**src/rtl/snes_pad_pkg.sv**
```systemverilog
// Shared definitions for the SNES pad reader.
// Contents: reader FSM state encoding and serial button index constants
// (bit i of a buttons word is serial bit i).
// Optional feature macro used by the reader: CTRL_DEBOUNCE_EN.
package snes_pad_pkg;

    typedef enum logic [2:0] {
        ST_IDLE  = 3'd0,
        ST_LATCH = 3'd1,
        ST_LOW   = 3'd2,
        ST_HIGH  = 3'd3,
        ST_DONE  = 3'd4
    } state_t;

    // Serial bit positions of each button; 12-15 are reserved by the pad.
    localparam int unsigned BTN_B      = 0;
    localparam int unsigned BTN_Y      = 1;
    localparam int unsigned BTN_SELECT = 2;
    localparam int unsigned BTN_START  = 3;
    localparam int unsigned BTN_UP     = 4;
    localparam int unsigned BTN_DOWN   = 5;
    localparam int unsigned BTN_LEFT   = 6;
    localparam int unsigned BTN_RIGHT  = 7;
    localparam int unsigned BTN_A      = 8;
    localparam int unsigned BTN_X      = 9;
    localparam int unsigned BTN_L      = 10;
    localparam int unsigned BTN_R      = 11;

endpackage

```
**src/rtl/snes_pad_shift.sv**
```systemverilog
// Per-pad receive path: 2-flop synchroniser on the serial data line, an
// indexed NUM_BITS capture register and the published buttons word.
// Optional: CTRL_DEBOUNCE_EN -- publish a frame only when it matches the
// previous raw frame.
// Ports:
//   clock, reset_n  system clock, async active-low reset
//   i_data          raw serial data from the pad (active-low, idle high)
//   i_sample        capture synced data into bit i_idx this cycle
//   i_idx           bit index being captured
//   i_load          end of frame: update the published word
//   o_buttons       active-high buttons word
module snes_pad_shift
    import snes_pad_pkg::*;
#(
    parameter int unsigned NUM_BITS = 16,
    parameter int unsigned IDX_W    = $clog2(NUM_BITS)
) (
    input  logic                clock,
    input  logic                reset_n,
    input  logic                i_data,
    input  logic                i_sample,
    input  logic [IDX_W-1:0]    i_idx,
    input  logic                i_load,
    output logic [NUM_BITS-1:0] o_buttons
);

    logic                r_sync1;
    logic                r_sync2;
    logic [NUM_BITS-1:0] r_shift;
    logic [NUM_BITS-1:0] r_buttons;

    // Synchroniser resets to the idle (released) level.
    always_ff @(posedge clock or negedge reset_n) begin
        if (!reset_n) begin
            r_sync1 <= 1'b1;
            r_sync2 <= 1'b1;
        end else begin
            r_sync1 <= i_data;
            r_sync2 <= r_sync1;
        end
    end

    // Raw capture, still active-low; every bit is rewritten each frame.
    always_ff @(posedge clock or negedge reset_n) begin
        if (!reset_n) begin
            r_shift <= '1;
        end else if (i_sample) begin
            r_shift[i_idx] <= r_sync2;
        end
    end

`ifdef CTRL_DEBOUNCE_EN
    logic [NUM_BITS-1:0] r_prev;

    // Publish only frames seen twice in a row; history updates every frame.
    always_ff @(posedge clock or negedge reset_n) begin
        if (!reset_n) begin
            r_prev    <= '1;
            r_buttons <= '0;
        end else if (i_load) begin
            r_prev <= r_shift;
            if (r_shift == r_prev) begin
                r_buttons <= ~r_shift;
            end
        end
    end
`else
    // Publish every frame.
    always_ff @(posedge clock or negedge reset_n) begin
        if (!reset_n) begin
            r_buttons <= '0;
        end else if (i_load) begin
            r_buttons <= ~r_shift;
        end
    end
`endif

    assign o_buttons = r_buttons;

endmodule

```
**src/rtl/snes_pad_reader.sv**
```systemverilog
// Host-side reader for two SNES-style serial pads. Polls autonomously once
// per POLL_CYCLES: latch pulse, NUM_BITS shift-clock pulses, then publishes
// active-high button words with a one-cycle valid pulse.
// Optional: CTRL_DEBOUNCE_EN (see snes_pad_shift) gates button updates.
// Ports:
//   clock, reset_n          system clock, async active-low reset
//   pad_data[1:0]           serial data, [0]=P1 [1]=P2, active-low
//   pad_latch               latch strobe to both pads, active-high
//   pad_clk                 shift clock to both pads, idles high
//   buttons_p1/buttons_p2   active-high buttons, bit i = serial bit i
//   valid                   one-cycle pulse at frame completion
//   busy                    high from latch rise until valid
module snes_pad_reader
    import snes_pad_pkg::*;
#(
    parameter int unsigned HALF_BIT_CYCLES = 300,
    parameter int unsigned POLL_CYCLES     = 833333,
    parameter int unsigned NUM_BITS        = 16
) (
    input  logic                clock,
    input  logic                reset_n,
    input  logic [1:0]          pad_data,
    output logic                pad_latch,
    output logic                pad_clk,
    output logic [NUM_BITS-1:0] buttons_p1,
    output logic [NUM_BITS-1:0] buttons_p2,
    output logic                valid,
    output logic                busy
);

    localparam int unsigned POLL_W  = $clog2(POLL_CYCLES);
    localparam int unsigned PHASE_W = $clog2(2 * HALF_BIT_CYCLES);
    localparam int unsigned IDX_W   = $clog2(NUM_BITS);

    state_t               r_state;
    state_t               w_next_state;
    logic [POLL_W-1:0]    r_poll;
    logic [PHASE_W-1:0]   r_phase;
    logic [PHASE_W-1:0]   w_next_phase;
    logic [IDX_W-1:0]     r_idx;
    logic [IDX_W-1:0]     w_next_idx;
    logic                 w_sample;
    logic                 w_load;
    logic                 r_latch;
    logic                 r_pclk;
    logic                 r_valid;
    logic                 r_busy;

    // Free-running frame-rate counter.
    always_ff @(posedge clock or negedge reset_n) begin
        if (!reset_n) begin
            r_poll <= '0;
        end else if (r_poll == POLL_W'(POLL_CYCLES - 1)) begin
            r_poll <= '0;
        end else begin
            r_poll <= r_poll + 1'b1;
        end
    end

    // State, timing counters and outputs; outputs are decoded from the
    // next state so they change on the same edge as the state.
    always_ff @(posedge clock or negedge reset_n) begin
        if (!reset_n) begin
            r_state <= ST_IDLE;
            r_phase <= '0;
            r_idx   <= '0;
            r_latch <= 1'b0;
            r_pclk  <= 1'b1;
            r_valid <= 1'b0;
            r_busy  <= 1'b0;
        end else begin
            r_state <= w_next_state;
            r_phase <= w_next_phase;
            r_idx   <= w_next_idx;
            r_latch <= (w_next_state == ST_LATCH);
            r_pclk  <= (w_next_state != ST_LOW);
            r_valid <= (w_next_state == ST_DONE);
            r_busy  <= (w_next_state == ST_LATCH) || (w_next_state == ST_LOW) ||
                       (w_next_state == ST_HIGH);
        end
    end

    // Next-state logic; poll wraps are only looked at from IDLE.
    always_comb begin
        w_next_state = r_state;
        w_next_phase = r_phase + 1'b1;
        w_next_idx   = r_idx;
        w_sample     = 1'b0;
        w_load       = 1'b0;
        case (r_state)
            ST_IDLE: begin
                w_next_phase = '0;
                if (r_poll == '0) begin
                    w_next_state = ST_LATCH;
                end
            end
            ST_LATCH: begin
                if (r_phase == PHASE_W'(2 * HALF_BIT_CYCLES - 1)) begin
                    w_next_state = ST_LOW;
                    w_next_phase = '0;
                end
            end
            ST_LOW: begin
                if (r_phase == PHASE_W'(HALF_BIT_CYCLES - 1)) begin
                    w_sample     = 1'b1;
                    w_next_state = ST_HIGH;
                    w_next_phase = '0;
                end
            end
            ST_HIGH: begin
                if (r_phase == PHASE_W'(HALF_BIT_CYCLES - 1)) begin
                    w_next_phase = '0;
                    if (r_idx == IDX_W'(NUM_BITS - 1)) begin
                        w_next_state = ST_DONE;
                        w_next_idx   = '0;
                        w_load       = 1'b1;
                    end else begin
                        w_next_state = ST_LOW;
                        w_next_idx   = r_idx + 1'b1;
                    end
                end
            end
            ST_DONE: begin
                w_next_state = ST_IDLE;
                w_next_phase = '0;
            end
            default: begin
                w_next_state = ST_IDLE;
                w_next_phase = '0;
                w_next_idx   = '0;
            end
        endcase
    end

    snes_pad_shift #(
        .NUM_BITS (NUM_BITS),
        .IDX_W    (IDX_W)
    ) u_pad1 (
        .clock     (clock),
        .reset_n   (reset_n),
        .i_data    (pad_data[0]),
        .i_sample  (w_sample),
        .i_idx     (r_idx),
        .i_load    (w_load),
        .o_buttons (buttons_p1)
    );

    snes_pad_shift #(
        .NUM_BITS (NUM_BITS),
        .IDX_W    (IDX_W)
    ) u_pad2 (
        .clock     (clock),
        .reset_n   (reset_n),
        .i_data    (pad_data[1]),
        .i_sample  (w_sample),
        .i_idx     (r_idx),
        .i_load    (w_load),
        .o_buttons (buttons_p2)
    );

    assign pad_latch = r_latch;
    assign pad_clk   = r_pclk;
    assign valid     = r_valid;
    assign busy      = r_busy;

endmodule

```
**config.mk**
```make
export PLATFORM = sky130hd
export DESIGN_NAME = snes_pad_reader
export DESIGN_NICKNAME = d
export VERILOG_FILES = /design/src/rtl/snes_pad_pkg.sv /design/src/rtl/snes_pad_shift.sv /design/src/rtl/snes_pad_reader.sv
export SDC_FILE = /design/constraint.sdc
export NUM_CORES = 1
export LEC_CHECK = 0
export BUFFER_PORTS_ARGS = -buffer_cell sky130_fd_sc_hd__buf_2
export CAP_MARGIN = 10
export CORE_UTILIZATION = 40
export DETAILED_ROUTE_END_ITERATION = 6
export SYNTH_ARGS = -nofsm -noshare
export SYNTH_HDL_FRONTEND = slang
export SYNTH_SLANG_ARGS = --single-unit
```
**constraint.sdc**
```tcl
create_clock -name clock -period 4.9 [get_ports clock]
set_input_delay 0.245 -clock clock [delete_from_list [all_inputs] [get_ports clock]]
set_output_delay 0.245 -clock clock [all_outputs]
set_load 0.03 [all_outputs]
```
# Word level (Yosys, flattened, before mapping)
# Index checks and enable logic that the tools add are counted.
dict set report classes {
  mux 22
  eq_ne 14
  n_reduce_logical 8
  magnitude_cmp 2
  bitwise 3
  addsub 3
}
# operator count
set op_table {}
lappend op_table {{16-bit bitwise mux} 2}
lappend op_table {{16-bit inverter} 2}
lappend op_table {{20-bit by 1-bit adder with 20-bit output (second input constant)} 1}
lappend op_table {{20-bit == test (second input constant)} 1}
lappend op_table {{20-bit zero test} 1}
lappend op_table {{10-bit two-way mux} 2}
lappend op_table {{20-bit two-way mux} 1}
lappend op_table {{10-bit case mux with 2 select lines} 1}
lappend op_table {{3-bit two-way mux} 5}
lappend op_table {{3-bit by 2-bit == test with 1-bit output (second input constant)} 4}
lappend op_table {{3-bit case mux with 4 select lines} 1}
lappend op_table {{10-bit by 1-bit adder with 10-bit output (second input constant)} 1}
lappend op_table {{10-bit == test (second input constant)} 1}
lappend op_table {{10-bit by 9-bit == test with 1-bit output (second input constant)} 1}
lappend op_table {{4-bit two-way mux} 2}
lappend op_table {{4-bit case mux with 2 select lines} 1}
lappend op_table {{3-bit by 1-bit == test with 1-bit output (second input constant)} 2}
lappend op_table {{3-bit == test (second input constant)} 2}
lappend op_table {{1-bit two-way mux} 6}
lappend op_table {{4-bit by 5-bit < comparator with 1-bit output (second input constant)} 1}
lappend op_table {{4-bit by 1-bit adder with 4-bit output (second input constant)} 1}
lappend op_table {{1-bit demux with 4-bit select} 1}
lappend op_table {{4-bit == test (second input constant)} 1}
lappend op_table {{4-bit by 1-bit >= comparator with 1-bit output (second input constant)} 1}
lappend op_table {{other kinds (9)} 10}
dict set report word_totals {
  ff_bits 109
  inputBits 4
  out_inout_bits 36
}

# Logic depth before layout (Yosys ltp)
dict set report depth {
  depth_word 7
  mapped_depth 8
}

# Modules after synthesis
# From an unflattened synthesis, not the netlist that was laid out.
dict set report unflattened {
  hier_cells 431
  hier_area_um2 4964.8
}
# module instances area_per_inst_um2 seq_area_each_um2 cells_per_inst
set by_module_without_submodules {}
lappend by_module_without_submodules {snes_pad_shift 2 1431.4 873.3 111}
lappend by_module_without_submodules {snes_pad_reader 1 2102.0 1027.2 209}

# Worst setup path before layout
# No wires, ideal clock.
dict set report synth_timing {
  path_type {reg2reg}
  startpoint {register r_idx[0]}
  endpoint {register u_pad1.r_buttons[0], in the netlist u_pad1.o_buttons[0]}
  synth_period_minus_slack_ns 1.879
  setup_time_ns 0.124
  t_required_ns 4.776
  setup_slack_ns 3.021
  t_arrival_ns 1.755
  n_path_buf 3
  stages_incl_launch_ff 9
  cell_sequence {dfrtp_1 -> ha_1 -> and3_1 -> clkbuf_1 -> nand4_1 -> or2_2 -> buf_2 -> buf_6 -> mux2i_1}
}
dict set report synth_between {
  elab_chain_len 4
}
# item line
set synth_lines {}
lappend synth_lines {{from (decl)} snes_pad_reader.sv:40} ;# logic [IDX_W-1:0] r_idx;
lappend synth_lines {{from (signal assigned)} snes_pad_reader.sv:74} ;# r_idx <= w_next_idx;
lappend synth_lines {{4-bit == test} snes_pad_reader.sv:113} ;# if (r_idx == IDX_W'(NUM_BITS - 1)) begin
lappend synth_lines {{1-bit two-way mux} snes_pad_reader.sv:113}
lappend synth_lines {{1-bit two-way mux} snes_pad_reader.sv:111} ;# if (r_phase == PHASE_W'(HALF_BIT_CYCLES - 1)) begin
lappend synth_lines {{1-bit two-way mux} snes_pad_reader.sv:90} ;# case (r_state)
lappend synth_lines {{to (signal assigned)} snes_pad_shift.sv:73} ;# r_buttons <= ~r_shift;
lappend synth_lines {{to (decl)} snes_pad_shift.sv:30} ;# logic [NUM_BITS-1:0] r_buttons;
# Every way passes these cells.
# A chain may end at the register's enable or synchronous reset.

# Final worst setup path
dict set report layout_timing {
  startpoint {register r_idx[0]}
  endpoint {register u_pad2.r_buttons[9], in the netlist u_pad2.o_buttons[9]}
}
dict set report layout_between {
  elab_chain_len 4
}
# item line
set layout_lines {}
lappend layout_lines {{4-bit == test} snes_pad_reader.sv:113}
lappend layout_lines {{1-bit two-way mux} snes_pad_reader.sv:113}
lappend layout_lines {{1-bit two-way mux} snes_pad_reader.sv:111}
lappend layout_lines {{1-bit two-way mux} snes_pad_reader.sv:90}
lappend layout_lines {{to (signal assigned)} snes_pad_shift.sv:73}
lappend layout_lines {{to (decl)} snes_pad_shift.sv:30}
# Every way passes these cells.

==> summary.md <==
| Metric | Value |
|---|---|
| Least-Margin Pin Slew | `slightly above 1 ns` |
| DRC | `0` |
| Fraction of power spent switching nets | `0.217` |
| FMAX | `434 MHz` |
| Clk buf depth | `2` |
| Max Slew Vio Count | `0` |
| Grt total ovfl | `0` |
| CP Max Fanout | `32` |
| Largest net degree at the start of global routing | `between 70 and 80` |
| Seq pwr share | `0.566` |
| Synth async-reset ratio | `1.00` |
| Share of cells above drive strength 1 | `0.302` |
| GR Util All Layers | `0.147` |
| Initial DRC count | `179` |
| Kind of end point of the critical path | `flop` |
| Vias | `3071` |
| CTS Buf Count | `9` |
| Avg Cell Area, Syn | `12.0 sq um` |
| Post-Syn Instances | `409` |
| Initial antenna violation count | `0` |
| Status | `finished clean` |
| Critical path type | `reg -> reg` |
| Cell Pwr Density | `293 mW/mm^2` |
| Post-CTS sizing | `0` |
| Startpoint types | `flop` |
| P_leak | `between 2 and 3 nW` |
| Die Y-Extent | `113 microns` |
| Reg2reg setup slack | `between 2 and 3 ns` |
| Final period utilization | `0.470` |
| Fin nets | `457` |
| Port buffer count | `39` |
| Clock insertion delay at the later pin of the skew report | `approximately 0.34 ns` |
| CTS tree | `built` |
| Final HPWL DP | `5.81 mm` |
| Synth top area cells | `dfrtp_1, dfstp_2, mux2_2` |
| Final setup fails | `0` |
| R2R depth | `5` |
| Fill count | `1127` |
| Most frequent cell after synthesis | `dfrtp_1` |
| Total Die Area | `approximately 0.013 sq mm` |
| Hold Vio Cnt, Final | `0` |
| RePlAce Congestion | `0.801` |
| Core area | `between 0.01 and 0.015 sq mm` |
| First-pass GRT wire length | `14.8 mm` |
| Synthesis-to-layout area growth | `11.9%` |
| Clock group share of total power | `0.421` |
| Final WL | `8.69 mm` |
| Via-to-Cell Ratio | `5.14` |
| Critical path arrival | `2.56 ns` |
| Yosys top cell by area | `dfrtp_1` |
| RSZ-0062 raised after global routing | `false` |
| Initial Util | `0.409` |
| Worst vdd ir | `about 160 uV` |
| Final Critical Period | `2.30 ns` |
| Chip Width | `113 microns` |
| Yosys reg bits | `around 110` |
| Internal | `1.26 mW` |
| Post-synthesis cell area | `0.00490 sq mm` |
| Critical Path RT | `about 5.2 ns` |
| CTS sink cnt | `109` |
| Gate power share | `0.012` |
| Total Power | `1.60 mW` |
| H-tree depth | `3` |
| P_sw | `0.348 mW` |
| Maxcap violations | `0` |
| Reg area | `roughly 0.0028 sq mm` |
| Vias in the first global route | `3028` |
| Worst-path clk slew | `0.07 ns` |
| Diodes inserted | `0` |
| Commonest cells in the netlist | `dfrtp_1, inv_1, dfstp_2, mux2_2, mux2i_1` |
| Root Buffer Master | `clkbuf_16` |
| Drt wl/cell | `about 15 microns` |
| Syn. warnings | `0` |
| Std cell rows | `40` |
| Finished Layout Cells | `~600` |
| Number of routed nets with antenna violations | `0` |
| Synth top area share | `0.368` |
| Post-Route Setup TNS | `0 ns` |
| Hold/Removal Path Class | `in -> async` |
| Syn Nets | `420` |
| Placed insts | `580` |
| Clock skew | `0.00826 ns` |
| Area of the multi-input gates | `0.00186 sq mm` |
| Max_slew headroom | `0.324` |
| Num ports | `40` |
| Post-synth cell types | `46` |
| Post-synth EDFFs | `0` |
| DRT Pass-1 Iters | `4` |
| Post-synth top flop | `dfrtp_1` |
| Register area share after synthesis | `0.567` |
[area by class of cell]
| type | instances | area share |
|---|---|---|
| Inverter | 42 | 0.0288 |
| Tap cell | 147 | 0.0336 |
| Multi-Input combinational cell | 242 | 0.340 |
| Clock inverter | 6 | 0.00799 |
| Timing Repair Buffer | 42 | 0.0411 |
| Sequential cell | 109 | 0.506 |
| Clock buffer | 10 | 0.0418 |
[power by group through the flow]
stage               logic [mW]  clock network [mW]  registers [mW]
floorplan              0.00186                   0           0.921
global placement        0.0197                   0           0.924
detailed placement      0.0204                   0           0.924
CTS                     0.0216               0.700           0.908
global route            0.0243               0.733           0.908
finish                  0.0200               0.675           0.908
[final timing paths]
kind	from	end
min reg2reg	u_pad1.r_sync1$_DFF_PN1_	u_pad1.r_sync2$_DFF_PN1_
max	r_idx[0]$_DFFE_PN0P_	u_pad2.o_buttons[9]$_DFFE_PN0P_
max in group asynchronous	reset_n	u_pad1.r_shift[4]$_DFFE_PN1P_
min	reset_n	u_pad2.o_buttons[3]$_DFFE_PN0P_
max reg2reg	r_idx[0]$_DFFE_PN0P_	u_pad2.o_buttons[9]$_DFFE_PN0P_
min in group clock	u_pad1.r_sync1$_DFF_PN1_	u_pad1.r_sync2$_DFF_PN1_
[repair_timing]
| action | CTS | global route |
|---|---|---|
| hold endpoints to repair | 2 | 0 |
| hold buffers | 2 | 0 |
| buffers inserted | 0 | 0 |
[critical path: stages (launching register included)]
cell	delay, ns
dfrtp_1	0.43
ha_1	0.28
and3_1	0.27
nand4_1	0.15
or2_2	0.78
mux2i_1	0.28
[per-stage QoR]
step,instance area [sq um],utilization,setup WS [ns],hold slack (ns)
6_report,5480,0.458,2.60,0.0414
5_1_grt,5480,0.458,2.44,0.127
4_1_cts,5480,0.458,2.56,0.0796
3_5_place_dp,5180,0.433,2.57,0.347
3_3_place_gp,5180,0.433,2.66,0.345
2_1_floorplan,4900,-,3.02,-0.0506
[metal layers]
metal	global-route usage	up-vias	wire [microns]
met4	0.0489	0	138
met1	0.195	1515	4230
met5	0	-	0
met2	0.236	54	4010
li1	-	1488	-
met3	0.0367	14	309
[cells by family after synthesis]
logic type               Yosys count  synth area share
AND/OR/NAND/NOR                  123             0.142
flip-flops                       109             0.567
multiplexers                      67             0.146
buffers and inverters             58            0.0526
XOR/XNOR                          23            0.0411
AO/OA/AOI/OAI                     22            0.0337
adder cells (fa/ha/maj)            7            0.0179
[state kept, by name, indices dropped and copies added, names as in the netlist, 3 cells and up]
name              cells
u_pad2.o_buttons     16
u_pad1.r_shift       16
u_pad1.o_buttons     16
r_phase              10
r_state               3
u_pad2.r_shift       16
r_idx                 4
r_poll               20
[cell usage in the layout (no fill, tap or decap), types with 14 or more instances in the layout]
master   synthesis  routed
xor2_1          14      14
nor2_1          29      29
nand2_1         17      17
mux2i_1         32      32
inv_1           42      42
nand4_1         15      15
mux2_2          35      35
dfstp_2         37      37
dfrtp_1         72      72
nand3_1         18      18
buf_2            5      38
Note: power is estimated with default switching activity, not from simulation.
